`src/rtl/mmu_ctrl_if.sv`:
```
// CU-side request/response bundle for mmu_ctrl: valid/ready request channel
// plus a single-cycle response pulse.
interface mmu_ctrl_if;
  logic        req_valid;
  logic        req_ready;
  logic        req_we;
  logic [31:0] req_addr;
  logic [1:0]  req_size;
  logic        req_unsigned;
  logic [31:0] req_wdata;
  logic        rsp_valid;
  logic [31:0] rsp_rdata;
  logic        rsp_err;

  modport master (
    output req_valid, req_we, req_addr, req_size, req_unsigned, req_wdata,
    input  req_ready, rsp_valid, rsp_rdata, rsp_err
  );

  modport slave (
    input  req_valid, req_we, req_addr, req_size, req_unsigned, req_wdata,
    output req_ready, rsp_valid, rsp_rdata, rsp_err
  );
endinterface

```
`src/rtl/mmu_ctrl.sv`:
```
// Memory-management controller between CU and on-chip SRAM: sized accesses,
// lane steering, alignment/range errors. MMU_ACCESS_CNT_EN adds access counters.
module mmu_ctrl #(
  parameter  int DEPTH_WORDS = 128,
  parameter  int SRAM_LAT    = 1,
  localparam int AW          = $clog2(DEPTH_WORDS)
) (
  input  logic          soc_clk,
  input  logic          soc_rst_n,
  mmu_ctrl_if.slave     bus,
  output logic [AW-1:0] sram_addr,
  output logic [3:0]    sram_be,
  output logic [31:0]   sram_wdata,
  output logic          sram_rd,
  output logic          sram_wr,
  input  logic [31:0]   sram_rdata,
  output logic [15:0]   acc_rd_cnt,
  output logic [15:0]   acc_wr_cnt,
  output logic [15:0]   acc_err_cnt
);

  localparam logic [1:0] S_IDLE   = 2'd0;
  localparam logic [1:0] S_ACCESS = 2'd1;
  localparam logic [1:0] S_WAIT   = 2'd2;
  localparam logic [1:0] S_RESP   = 2'd3;

  logic [1:0]    state_q, state_d;
  logic          we_q, we_d;
  logic [1:0]    size_q, size_d;
  logic [1:0]    off_q, off_d;
  logic          uns_q, uns_d;
  logic [31:0]   wdata_q, wdata_d;
  logic [AW-1:0] waddr_q, waddr_d;
  logic          err_q, err_d;
  logic [2:0]    lat_q, lat_d;
  logic [31:0]   rdata_q, rdata_d;

  logic          acc_err;
  logic [3:0]    be;
  logic [31:0]   steer_wdata;
  logic [31:0]   shifted;
  logic [31:0]   load_data;

  // Request is rejected at accept time so a bad access never reaches the SRAM.
  always_comb begin
    acc_err = 1'b0;
    case (bus.req_size)
      2'b01:   acc_err = bus.req_addr[0];
      2'b10:   acc_err = |bus.req_addr[1:0];
      2'b11:   acc_err = 1'b1;
      default: acc_err = 1'b0;
    endcase
    if ({2'b00, bus.req_addr[31:2]} >= 32'(DEPTH_WORDS)) acc_err = 1'b1;
  end

  always_comb begin
    case (size_q)
      2'b00:   begin be = 4'b0001 << off_q; steer_wdata = {4{wdata_q[7:0]}};  end
      2'b01:   begin be = 4'b0011 << off_q; steer_wdata = {2{wdata_q[15:0]}}; end
      default: begin be = 4'b1111;          steer_wdata = wdata_q;            end
    endcase
  end

  // Word accesses are aligned, so off_q is 0 and the shift is a pass-through.
  assign shifted = sram_rdata >> {off_q, 3'b000};

  always_comb begin
    case (size_q)
      2'b00:   load_data = uns_q ? {24'h0, shifted[7:0]}
                                 : {{24{shifted[7]}}, shifted[7:0]};
      2'b01:   load_data = uns_q ? {16'h0, shifted[15:0]}
                                 : {{16{shifted[15]}}, shifted[15:0]};
      default: load_data = shifted;
    endcase
  end

  always_comb begin
    // NOTE: every _d defaults to its _q first, so no path can infer a latch.
    state_d = state_q;
    we_d    = we_q;
    size_d  = size_q;
    off_d   = off_q;
    uns_d   = uns_q;
    wdata_d = wdata_q;
    waddr_d = waddr_q;
    err_d   = err_q;
    lat_d   = lat_q;
    rdata_d = rdata_q;
    case (state_q)
      S_IDLE: begin
        if (bus.req_valid) begin
          we_d    = bus.req_we;
          size_d  = bus.req_size;
          off_d   = bus.req_addr[1:0];
          uns_d   = bus.req_unsigned;
          wdata_d = bus.req_wdata;
          waddr_d = bus.req_addr[AW+1:2];
          err_d   = acc_err;
          rdata_d = 32'h0;
          state_d = acc_err ? S_RESP : S_ACCESS;
        end
      end
      S_ACCESS: begin
        lat_d   = 3'(SRAM_LAT - 1);
        state_d = we_q ? S_RESP : S_WAIT;
      end
      S_WAIT: begin
        if (lat_q == 3'd0) begin
          rdata_d = load_data;
          state_d = S_RESP;
        end else begin
          lat_d = lat_q - 3'd1;
        end
      end
      default: state_d = S_IDLE;
    endcase
  end

  always_ff @(posedge soc_clk or negedge soc_rst_n) begin
    if (!soc_rst_n) begin
      state_q <= S_IDLE;
      we_q    <= 1'b0;
      size_q  <= 2'b00;
      off_q   <= 2'b00;
      uns_q   <= 1'b0;
      wdata_q <= 32'h0;
      waddr_q <= '0;
      err_q   <= 1'b0;
      lat_q   <= 3'd0;
      rdata_q <= 32'h0;
    end else begin
      // NOTE: non-blocking assignments keep every flop sampling pre-edge values.
      state_q <= state_d;
      we_q    <= we_d;
      size_q  <= size_d;
      off_q   <= off_d;
      uns_q   <= uns_d;
      wdata_q <= wdata_d;
      waddr_q <= waddr_d;
      err_q   <= err_d;
      lat_q   <= lat_d;
      rdata_q <= rdata_d;
    end
  end

  // Strobes decode straight from state, so an async reset drops them at once.
  assign sram_rd    = (state_q == S_ACCESS) && !we_q;
  assign sram_wr    = (state_q == S_ACCESS) &&  we_q;
  assign sram_addr  = (state_q == S_ACCESS) ? waddr_q     : '0;
  assign sram_be    = (state_q == S_ACCESS) ? be          : 4'h0;
  assign sram_wdata = (state_q == S_ACCESS) ? steer_wdata : 32'h0;

  assign bus.req_ready = (state_q == S_IDLE);
  assign bus.rsp_valid = (state_q == S_RESP);
  assign bus.rsp_err   = (state_q == S_RESP) && err_q;
  assign bus.rsp_rdata = (state_q == S_RESP) ? rdata_q : 32'h0;

`ifdef MMU_ACCESS_CNT_EN
  logic [15:0] rd_cnt_q, rd_cnt_d;
  logic [15:0] wr_cnt_q, wr_cnt_d;
  logic [15:0] err_cnt_q, err_cnt_d;

  always_comb begin
    rd_cnt_d  = rd_cnt_q;
    wr_cnt_d  = wr_cnt_q;
    err_cnt_d = err_cnt_q;
    if (state_q == S_RESP) begin
      if (err_q) begin
        if (err_cnt_q != 16'hFFFF) err_cnt_d = err_cnt_q + 16'd1;
      end else if (we_q) begin
        if (wr_cnt_q != 16'hFFFF) wr_cnt_d = wr_cnt_q + 16'd1;
      end else begin
        if (rd_cnt_q != 16'hFFFF) rd_cnt_d = rd_cnt_q + 16'd1;
      end
    end
  end

  always_ff @(posedge soc_clk or negedge soc_rst_n) begin
    if (!soc_rst_n) begin
      rd_cnt_q  <= 16'h0;
      wr_cnt_q  <= 16'h0;
      err_cnt_q <= 16'h0;
    end else begin
      rd_cnt_q  <= rd_cnt_d;
      wr_cnt_q  <= wr_cnt_d;
      err_cnt_q <= err_cnt_d;
    end
  end

  assign acc_rd_cnt  = rd_cnt_q;
  assign acc_wr_cnt  = wr_cnt_q;
  assign acc_err_cnt = err_cnt_q;
`else
  assign acc_rd_cnt  = 16'h0;
  assign acc_wr_cnt  = 16'h0;
  assign acc_err_cnt = 16'h0;
`endif

endmodule

```
`src/flat_wrapper.sv`:
```
// flat-port wrapper written by rule: the top's interface ports become plain ports
module mmu_ctrl_flat 
#(
  parameter  int DEPTH_WORDS = 128,
  parameter  int SRAM_LAT    = 1,
  localparam int AW          = $clog2(DEPTH_WORDS)
)
  (soc_clk, soc_rst_n, sram_addr, sram_be, sram_wdata, sram_rd, sram_wr, sram_rdata, acc_rd_cnt, acc_wr_cnt, acc_err_cnt, bus_req_valid, bus_req_we, bus_req_addr, bus_req_size, bus_req_unsigned, bus_req_wdata, bus_req_ready, bus_rsp_valid, bus_rsp_rdata, bus_rsp_err);
  mmu_ctrl_if bus_i ();
  input  logic soc_clk;
  input  logic soc_rst_n;
  output logic [AW-1:0] sram_addr;
  output logic [3:0] sram_be;
  output logic [31:0] sram_wdata;
  output logic sram_rd;
  output logic sram_wr;
  input  logic [31:0] sram_rdata;
  output logic [15:0] acc_rd_cnt;
  output logic [15:0] acc_wr_cnt;
  output logic [15:0] acc_err_cnt;
  input wire logic [$bits(bus_i.req_valid)-1:0] bus_req_valid;
  input wire logic [$bits(bus_i.req_we)-1:0] bus_req_we;
  input wire logic [$bits(bus_i.req_addr)-1:0] bus_req_addr;
  input wire logic [$bits(bus_i.req_size)-1:0] bus_req_size;
  input wire logic [$bits(bus_i.req_unsigned)-1:0] bus_req_unsigned;
  input wire logic [$bits(bus_i.req_wdata)-1:0] bus_req_wdata;
  output wire logic [$bits(bus_i.req_ready)-1:0] bus_req_ready;
  output wire logic [$bits(bus_i.rsp_valid)-1:0] bus_rsp_valid;
  output wire logic [$bits(bus_i.rsp_rdata)-1:0] bus_rsp_rdata;
  output wire logic [$bits(bus_i.rsp_err)-1:0] bus_rsp_err;
  assign bus_i.req_valid = bus_req_valid;
  assign bus_i.req_we = bus_req_we;
  assign bus_i.req_addr = bus_req_addr;
  assign bus_i.req_size = bus_req_size;
  assign bus_i.req_unsigned = bus_req_unsigned;
  assign bus_i.req_wdata = bus_req_wdata;
  assign bus_req_ready = bus_i.req_ready;
  assign bus_rsp_valid = bus_i.rsp_valid;
  assign bus_rsp_rdata = bus_i.rsp_rdata;
  assign bus_rsp_err = bus_i.rsp_err;
  mmu_ctrl #(.DEPTH_WORDS(DEPTH_WORDS), .SRAM_LAT(SRAM_LAT)) u_core (.soc_clk(soc_clk), .soc_rst_n(soc_rst_n), .bus(bus_i), .sram_addr(sram_addr), .sram_be(sram_be), .sram_wdata(sram_wdata), .sram_rd(sram_rd), .sram_wr(sram_wr), .sram_rdata(sram_rdata), .acc_rd_cnt(acc_rd_cnt), .acc_wr_cnt(acc_wr_cnt), .acc_err_cnt(acc_err_cnt));
endmodule
```
`config.mk`:
```
export PLATFORM = sky130hd
export DESIGN_NAME = mmu_ctrl_flat
export DESIGN_NICKNAME = d
export VERILOG_FILES = /design/src/rtl/mmu_ctrl_if.sv /design/src/rtl/mmu_ctrl.sv /design/src/flat_wrapper.sv
export SDC_FILE = /design/constraint.sdc
export NUM_CORES = 1
export LEC_CHECK = 0
export ABC_AREA = 1
export CORE_AREA = 10 10 118 120
export DETAILED_ROUTE_END_ITERATION = 12
export DIE_AREA = 0 0 128 130
export PLACE_DENSITY = 0.91
export SKIP_LAST_GASP = 1
export SLEW_MARGIN = 20
export SYNTH_ARGS = -nofsm -noshare
export SYNTH_HDL_FRONTEND = slang
export SYNTH_SLANG_ARGS = --single-unit
```
`constraint.sdc`:
```
create_clock -name soc_clk -period 2.4 [get_ports soc_clk]
set_clock_uncertainty 0.05 [all_clocks]
set_input_delay 0.48 -clock soc_clk [delete_from_list [all_inputs] [get_ports soc_clk]]
set_output_delay 0.48 -clock soc_clk [all_outputs]
set_load 0.02 [all_outputs]
```
-- Word level (Yosys, flattened, before mapping)
Index checks and enable logic that the tools add are counted.
- shift operators: 3
- bitwise logic cells: 0
- $add $sub $neg: 1
- $mul: 0
- reduce and logical (&&, ||, !) cells: 14
- order comparisons: 1
- multiplexer cells: 21
- equality and inequality tests: 10
- divide/modulo/power cells: 0
- operators with widths (operator ; number):
    two-way mux 32 bit ; 6
    case mux 32 bit (2 select lines) ; 3
    right shift 32 x 5 -> 32 bit ; 1
    greater-or-equal comparator 30 x 8 -> 1 bit (second input constant) ; 1
    equality test 2 bit (second input constant) ; 4
    case mux 4 bit (2 select lines) ; 1
    two-way mux 7 bit ; 1
    equality test 2 x 1 -> 1 bit (second input constant) ; 3
    two-way mux 2 bit ; 3
    case mux 2 bit (3 select lines) ; 1
    case mux 3 bit (2 select lines) ; 1
    AND reduction 2 bit ; 3
    zero test 2 bit ; 2
    two-way mux 4 bit ; 1
    != test 2 bit (second input constant) ; 2
    nonzero test 2 bit ; 2
    << shifter 1 x 2 -> 4 bit (first input constant) ; 1
    << shifter 2 x 2 -> 4 bit (first input constant) ; 1
    logical AND 1 bit ; 3
    zero test 3 bit ; 1
    two-way mux 3 bit ; 1
    case mux 1 bit (3 select lines) ; 1
    AND reduction 3 bit ; 1
    subtractor 3 x 1 -> 3 bit (second input constant) ; 1
    4 further kinds ; 5
- output and inout port bits: 128
- latch bits: 0
- memories kept: 0
- RAM bits: 0
- ROM bits: 0
- flip-flop bits (word level): 83

-- Logic depth before layout (Yosys ltp)
- depth in word-level cells: 6
- depth in mapped cells: 10
- gate-level depth less buffers: 9

-- Worst setup path before layout
OpenSTA, ideal clock, no wires.
- path type: reg2out
- start point: register u_core.size_q[1]
- end point: output sram_wdata[15]
- path buffers: 3
- cell stages (with the launch flop): 7
- data arrival time: 1516 ps
- setup slack: 354 ps
- cells stage by stage: dfrtp_1 > buf_4 > inv_4 > buf_2 > buf_2 > nor2_1 > nor3_1
- word-level cells in the longest chain between the ends: 3
- elaborated cells between the ends (all ways): 4
- classes of those cells: 1 x eq/ne; 2 x mux; 1 x reduce/logical
- RTL lines (element ; RTL line ; RTL):
    start: declaration ; mmu_ctrl.sv:29 ; logic [1:0] size_q, size_d;
    start signal: assignment ; mmu_ctrl.sv:135 ; size_q <= size_d;
    equality test 2 x 1 -> 1 bit / zero test 2 bit (equally long branches) ; mmu_ctrl.sv:57 ; case (size_q)
    case mux 32 bit (2 select lines) (*) ; mmu_ctrl.sv:57 ;
    two-way mux 32 bit (*) ; mmu_ctrl.sv:151 ; assign sram_wdata = (state_q == S_ACCESS) ? steer_wdata : 32'h0;
    end: declaration ; flat_wrapper.sv:14 ; output logic [31:0] sram_wdata;
Mark *: on every way between the ends. The rest lies on a longest branch, timed or not.

-- Worst setup path after layout
- start point: register u_core.state_q[1]
- end point: output sram_addr[4]
- word-level cells in the longest chain between the ends: 2
- RTL lines (element ; RTL line ; RTL):
    start: declaration ; mmu_ctrl.sv:27 ; logic [1:0] state_q, state_d;
    start signal: assignment ; mmu_ctrl.sv:133 ; state_q <= state_d;
    equality test 2 x 1 -> 1 bit ; mmu_ctrl.sv:149 ; assign sram_addr = (state_q == S_ACCESS) ? waddr_q : '0;
    two-way mux 7 bit ; mmu_ctrl.sv:149 ;
    end: declaration ; flat_wrapper.sv:12 ; output logic [AW-1:0] sram_addr;
No other way between the ends.

==> metrics.yaml <==
die:
  core.rowCount: 40
  dieArea_um2: 16640
  die_h_um: 130
  die_x_um: 128
  io_pins: 231
  start_util_pct: 45.69
  coreArea_um2: 11710
yosys:
  ys_seq_area_share_pct: 38.81
  ys_types: 35
  yosysTopAreaCellShare_pct: 38.81
  synth_enable_flop_cells: 0
  synth_area_leaders: "dfrtp_1 39%, nand2_1 22%, buf_4 7.9%"
  syn_area_per_cell_um2: 6.782
  netlist_area_um2: 5351
  synthCells: 789
  synth_area_leader_cell: "dfrtp_1"
  dominantRegCellSynth: "dfrtp_1"
  async_flop_share_pct: 100.0
  yosysWarningCount: 0
  synth_seq_cells: 83
power_and_ir_drop:
  power_leakage_uw: 0.004324
  p_per_area_nw_per_um2: 1172
  ir_drop_mv: 0.6032
global_routing:
  grt_pass1_wl_um: 27610
  grt_usage_pct: 20.47
  grt_max_degree: 50
  antenna_found_initial: 0
  grt_overflow: 0
  grt_pass1_vias: 5357
sta:
  period_minus_slack_ps: 2326
  worst_slack_ps: 73.77
  hold_viol: 0
  max_slew_margin_pct: 44.14
  drv_slew: 0
  tns_ps: 0
  post-route-period-util_pct: 96.93
  setup_viol: 0
  max_slew.worst_pin.slew_ps: 834.8
  fmax_mhz: 429.9
place:
  hpwlAfterDp_um: 13430
  placedCellCount: 1096
  pre_cts_slack_ps: 105.6
  place_area_um2: 7148
  gp_congestion: 0.8720
  io_buffers: 182
layout:
  stdcell_count: 1112
  final_nets: 1069
  final_util_pct: 62.70
  antenna-diode-count: 0
  drive_above_1_share_pct: 7.461
  syn2layout_area_growth_pct: 37.22
  postLayoutCellArea_um2: 7343
detailed_routing:
  ant_nets: 0
  drc: 0
  met3_length_um: 2096
  dr.pass1.iters: 5
  viasPerCell: 4.845
  drt-initial-drc-count: 409
  wl_met1_um: 6730
  routed.top_layer: "met4"
  vias: 5388
  met2_length_um: 8179
  drt-wirelength-per-cell_um: 15.67
  drt-total-wl_um: 17420
cts:
  cts-htree-levels: 3
  root_buffer: "clkbuf_16"
  clk_latency_ps: 330
  clkTransAtPathRegs_ps: 60
  clock-sinks: 83
  hold_buffers: 0
  cts_made_buffers: 9
  cts_tree: "yes"
  clk_path_buf_depth: 2
worst_setup_path:
  crit_path_end_kind: "output pin"
  worst_setup_path_start_kind: "flip-flop"
  critPathRequiredTime_ps: 1870
  critical_path_class: "flip-flop to output pin"
  cp.arrival_ps: 1800
  path_max_fanout: 26
min_path:
  hold_path_class: "primary input to async pin"
run_status:
  status: "complete, no violations"
job:
  cap_violations: 0
## critical path, stage by stage (launching register included)
cell,delay [ps]
dfrtp_1,380
inv_1,90
ha_2,230
buf_12,170
buf_4,160
nand2_1,60
inv_1,50
clkdlybuf4s15_1,310
## routing by layer
metal	global-route usage, %	vias to the layer above
met3	7.911	31
met1	24.24	2436
met2	33.37	271
met4	6.821	0
met5	0	-
li1	-	2650
## cell families (layout without fill, tap and decap cells)
family / Yosys count / after routing / share of synthesized area [%]
flip-flops: 83 / 83 / 38.81
AND/OR/NAND/NOR: 440 / 440 / 33.43
AO/OA/AOI/OAI: 90 / 90 / 9.633
XOR/XNOR: 1 / 1 / 0.1637
other: 1 / 48 / 0.07008
buffers and inverters: 168 / 297 / 16.48
adder cells (fa/ha/maj): 6 / 6 / 1.403
## sequential cells by signal, indices dropped and copies added, names as in the netlist
| signal | cells |
|---|---|
| u_core.lat_q | 3 |
| u_core.wdata_q | 32 |
| u_core.size_q | 2 |
| u_core.state_q | 2 |
| u_core.off_q | 2 |
| u_core.rdata_q | 32 |
| u_core.we_q | 1 |
| u_core.waddr_q | 7 |
| u_core.uns_q | 1 |
| u_core.err_q | 1 |
## cells in the mapped netlist (all sizes together) (5+ instances only)
master  number
nand2      329
ha           6
nand3       24
a22o         5
or2          5
o21ai       50
a21oi       22
o22ai       10
clkbuf      19
nor2        79
inv         77
buf         70
dfrtp       83
## per-stage QoR
| step | power (uW) | hold WS, ps |
|---|---|---|
| after floorplan | 5762 | 134.4 |
| after global placement | 7382 | 412.9 |
| after detailed placement | 7497 | 415.2 |
| after CTS | 8623 | 104.9 |
| after global routing | 9324 | 130.8 |
| final | 8605 | 85.61 |
## final timing paths
check,startpoint,end,slack [ps],depth (start not counted)
hold / removal,soc_rst_n,u_core.wdata_q[27]$_DFFE_PN0P_,90,1
max in group asynchronous,soc_rst_n,u_core.rdata_q[16]$_DFFE_PN0P_,1640,2
hold reg to reg,u_core.rdata_q[23]$_DFFE_PN0P_,u_core.rdata_q[23]$_DFFE_PN0P_,430,2
setup / recovery,u_core.state_q[1]$_DFFE_PN0P_,sram_addr[4],70,7
setup reg to reg,u_core.state_q[0]$_DFFE_PN0P_,u_core.rdata_q[14]$_DFFE_PN0P_,380,9
min in group soc_clk,u_core.rdata_q[23]$_DFFE_PN0P_,u_core.rdata_q[23]$_DFFE_PN0P_,430,2
## timing repair
action,in CTS,in global routing
setup buffers,0,0
hold endpoints to repair,0,0
pin swaps,0,0
gates resized for setup,76,17
setup endpoints to repair,76,34
## report_power, final
part | internal, uW | leakage, uW | switching (uW) | total [uW]
Clock | 807 | 0.000137 | 548 | 1360
Sequential | 1980 | 0.00106 | 443 | 2430
Combinational | 1720 | 0.00313 | 3110 | 4820
## cell type report
cell class	instances	area (um2)
Timing Repair Buffer	202	1919
Clock buffer	12	236.5
Sequential cell	83	2077
Tap cell	147	183.9
Multi-Input combinational cell	585	2576
Inverter	79	299.0
Clock inverter	4	51.30
Fill cell	1056	4368
## cells in the final DEF, fill, tap and decap left out, drive strengths merged, types with 5 or more instances in the layout
master and n:
nand3 24, o21ai 50, buf 21, nand2 329
a22o 5, ha 6, clkbuf 16, nor2 79
conb 48, or2 5, a21oi 22, o22ai 10
dlygate4sd2 68, clkdlybuf4s50 103, dfrtp 83, inv 77
(Power assumes the default switching activity.)
